File: src/rtl/pushb_debounce.sv
// Pushbutton conditioner: per-channel synchroniser, stability-counter debounce,
// and registered one-cycle press/release strobes, all in the clk_ext domain.
module pushb_debounce #(
  parameter int NUM_SW          = 5,
  parameter int SYNC_STAGES     = 2,
  parameter int DEBOUNCE_CYCLES = 1000000
) (
  input  logic              clk_ext,
  input  logic              rst_extn,
  input  logic [NUM_SW-1:0] pushb_sw_raw,
  output logic [NUM_SW-1:0] pushb_sw,
  output logic [NUM_SW-1:0] pushb_press,
  output logic [NUM_SW-1:0] pushb_release
);

  localparam int CNT_W = (DEBOUNCE_CYCLES > 2) ? $clog2(DEBOUNCE_CYCLES) : 1;
  localparam logic [CNT_W-1:0] CNT_MAX = CNT_W'(DEBOUNCE_CYCLES - 1);

  logic [NUM_SW-1:0] sync_q [SYNC_STAGES];
  logic [NUM_SW-1:0] sync;

  logic [NUM_SW-1:0] stable_q, stable_d;
  logic [NUM_SW-1:0] press_q, press_d;
  logic [NUM_SW-1:0] release_q, release_d;
  logic [CNT_W-1:0]  cnt_q [NUM_SW];
  logic [CNT_W-1:0]  cnt_d [NUM_SW];

  // Plain flop chain: nothing may sit between stages or metastability margin is lost.
  always_ff @(posedge clk_ext) begin
    if (!rst_extn) begin
      for (int k = 0; k < SYNC_STAGES; k++) sync_q[k] <= '0;
    end else begin
      sync_q[0] <= pushb_sw_raw;
      for (int k = 1; k < SYNC_STAGES; k++) sync_q[k] <= sync_q[k-1];
    end
  end

  assign sync = sync_q[SYNC_STAGES-1];

  always_comb begin
    stable_d  = stable_q;
    press_d   = '0;
    release_d = '0;
    for (int i = 0; i < NUM_SW; i++) begin
      cnt_d[i] = '0;
      if (sync[i] != stable_q[i]) begin
        if (cnt_q[i] == CNT_MAX) begin
          // Accept the new level; the strobe registers on the same edge as the level.
          stable_d[i]  = sync[i];
          press_d[i]   = sync[i];
          release_d[i] = ~sync[i];
        end else begin
          cnt_d[i] = cnt_q[i] + 1'b1;
        end
      end
    end
  end

  always_ff @(posedge clk_ext) begin
    if (!rst_extn) begin
      stable_q  <= '0;
      press_q   <= '0;
      release_q <= '0;
      for (int i = 0; i < NUM_SW; i++) cnt_q[i] <= '0;
    end else begin
      stable_q  <= stable_d;
      press_q   <= press_d;
      release_q <= release_d;
      for (int i = 0; i < NUM_SW; i++) cnt_q[i] <= cnt_d[i];
    end
  end

  assign pushb_sw      = stable_q;
  assign pushb_press   = press_q;
  assign pushb_release = release_q;

endmodule

File: config.mk
export PLATFORM = sky130hd
export DESIGN_NAME = pushb_debounce
export DESIGN_NICKNAME = d
export VERILOG_FILES = /design/src/rtl/pushb_debounce.sv
export SDC_FILE = /design/constraint.sdc
export NUM_CORES = 1
export LEC_CHECK = 0
export CAP_MARGIN = 25
export CORE_ASPECT_RATIO = 1.25
export CORE_MARGIN = 3
export CORE_UTILIZATION = 65
export CTS_CLUSTER_SIZE = 12
export DETAILED_ROUTE_END_ITERATION = 8
export PLACE_DENSITY = 0.84
export SYNTH_ARGS = -nofsm -noshare
export SYNTH_HDL_FRONTEND = slang
export SYNTH_SLANG_ARGS = --single-unit
File: constraint.sdc
create_clock -name clk_ext -period 6 [get_ports clk_ext]
set_clock_uncertainty 0.2 [all_clocks]
set_input_delay 1.2 -clock clk_ext [delete_from_list [all_inputs] [get_ports clk_ext]]
set_output_delay 1.2 -clock clk_ext [all_outputs]
set_load 0.1 [all_outputs]
==> flow_summary.json <==
{
  "dp_slack_ns": 2.885,
  "routedWlPerCell_um": 14.94,
  "cts_max_level": 4,
  "synthTopCellsByCount": "dfxtp_1 (125), nor2_1 (76), nand2_1 (41)",
  "synth-seq-area-share": 0.4672,
  "cts_tree": "built",
  "period_share": 0.5901,
  "start_kind": "flip-flop",
  "root_buffer": "clkbuf_8",
  "p_leak_nw": 1.891,
  "power_density_nw_per_um2": 305.3,
  "overflow": 0,
  "ctsHoldBuffers": 0,
  "dpl.cell_count": 713,
  "drtPass1Iterations": 5,
  "synth_fp_nets": 625,
  "port_buffers": 21,
  "grt_pass1_wl_um": 19060,
  "synth_top_area_share": 0.4672,
  "slowest_delay_ns": 1.18,
  "path_clk_slew_ns": 0.06,
  "vias": 4556,
  "synthCells": 613,
  "crit_chain": "clkdlybuf4s50_1",
  "track_usage": 0.2531,
  "ios": 22,
  "cp.arrival_ns": 2.14,
  "ys_types": 36,
  "synth_edf_count": 0,
  "grt_pass1_vias": 4310,
  "final_area_um2": 6237,
  "async_flop_share": 0,
  "antenna_cells": 0,
  "cap_viol_max_count": 0,
  "rsz0062_at_grt": "false",
  "fin_crit_ns": 3.541,
  "clk_latency_ns": 0.52,
  "setup_viol": 0,
  "hp-class": "flip-flop to flip-flop",
  "slowest_stage": "clkdlybuf4s50_1",
  "core_um2": 7928,
  "clk_path_buf_depth": 2,
  "synthTopCellsByArea": "dfxtp_1 (47%), xnor2_1 (5.7%), nor2_1 (5.3%)",
  "cts_setup_buffers": 0,
  "vias_per_cell": 6.115,
  "drt_iter0_drc": 340,
  "finalNonFillerCells": 745,
  "slew_headroom": 0.3207,
  "outcome": "complete, no violations",
  "path_buf_inv": 1,
  "crit_path_end_kind": "output port",
  "initial_utilization": 0.6757,
  "worst-r2r-cell-count": 5,
  "fp.dieW_um": 87.20,
  "drc": 0,
  "die_y_um": 107.5,
  "synth.most_common_cell": "dfxtp_1",
  "dpl_cell_area_um2": 5625,
  "setup_slack_ns": 2.459,
  "rows": 36,
  "cp.required_ns": 4.60,
  "nets": 649,
  "antenna_found_initial": 0,
  "wl_um": 11130,
  "fin_tns_setup_ns": 0,
  "path_delay_family": "buffers and inverters",
  "hold_viol_final": 0,
  "ir_drop_mv": 0.2699,
  "min_path_cells": 1,
  "cts.sinks": 125,
  "critPathKind": "flip-flop to output port",
  "syn_area_per_cell_um2": 8.738,
  "synth_area_leader_cell": "dfxtp_1",
  "worst_pin_slew_ns": 1.016,
  "grt_max_degree": 25,
  "yosysWarnings": 0,
  "drive_above_1_share": 0.06769,
  "dp_hpwl_um": 7077,
  "gp_congestion": 0.8783,
  "syn_to_final_growth_pct": 16.44,
  "drv_slew": 0,
  "fin_hold_ws_ns": 0.2356,
  "fmax_mhz": 282.4,
  "path_depth": 1,
  "die_area_um2": 9373,
  "ys_ff_latch": 125,
  "ys.flop_type": "dfxtp_1",
  "cts_buffers": 17,
  "synth_area_um2": 5356,
  "path_max_fanout": 5,
  "cts_resized": 0,
  "postRouteAntennaNets": 0
}
where the power goes:
part	internal, mW	switching, mW
combinational	0.00758	0.0111
sequential	0.834	0.00258
clock	0.673	0.376
through the flow:
step	util	power, mW
floorplan	-	0.8659
global placement	0.7096	0.8727
detailed placement	0.7096	0.8736
CTS	0.7868	1.910
global route	0.7868	1.954
finish	0.7868	1.904
layout by cell type, fill, tap and decap left out, drive strengths merged, types with 10 or more instances in the layout:
master	count
xnor2	35
nor4	13
dfxtp	125
nand4	20
and3	10
nand3	39
clkdlybuf4s50	21
xor2	27
o21ai	26
clkbuf	17
a21oi	37
or4	20
inv	18
nor3	16
nor2	76
and2	17
and4	10
nand2	41
or3	23
o31ai	12
metal layers:
| metal | vias to the layer above | wire length (um) | GRT usage |
|---|---|---|---|
| li1 | 2235 | - | - |
| met1 | 2162 | 4735 | 0.3095 |
| met2 | 137 | 5595 | 0.4224 |
| met3 | 22 | 622 | 0.06432 |
| met4 | 0 | 176 | 0.1009 |
| met5 | - | 0 | 0 |
kinds of logic after synthesis:
group                      Yosys count  share of synthesized area
adders and majority gates            5                    0.01168
xor gates and xnor gates            62                     0.1014
AOI/OAI and AO/OA                   79                    0.08456
and+or+nand+nor                    305                     0.3072
DFF                                125                     0.4672
buffers and inverters               37                    0.02803
sequential cells by signal (all words and copies together), names as in the netlist:
name and count:
sync_q 10, pushb_press 5, pushb_sw 5, pushb_release 5, cnt_q 100
cell type report:
cell class	instances	area [um^2]
clock buffer	17	414.1
multi-input combinational	451	2704
tap	95	118.9
clock inverter	15	197.7
fill	510	1690
timing repair buffer	24	232.7
sequential	125	2502
inverter	18	67.56
worst paths after layout:
| check | slack (ns) | from | endpoint |
|---|---|---|---|
| max reg2reg | 3.42 | cnt_q[0][20]$_SDFF_PP0_ | cnt_q[0][22]$_SDFF_PP0_ |
| min reg2reg | 0.24 | sync_q[0][0]$_SDFF_PN0_ | sync_q[0][5]$_SDFF_PN0_ |
| max | 2.46 | pushb_sw[0]$_SDFFE_PN0P_ | pushb_sw[0] |
| min | 0.24 | sync_q[0][0]$_SDFF_PN0_ | sync_q[0][5]$_SDFF_PN0_ |
(Power assumes the default switching activity.)
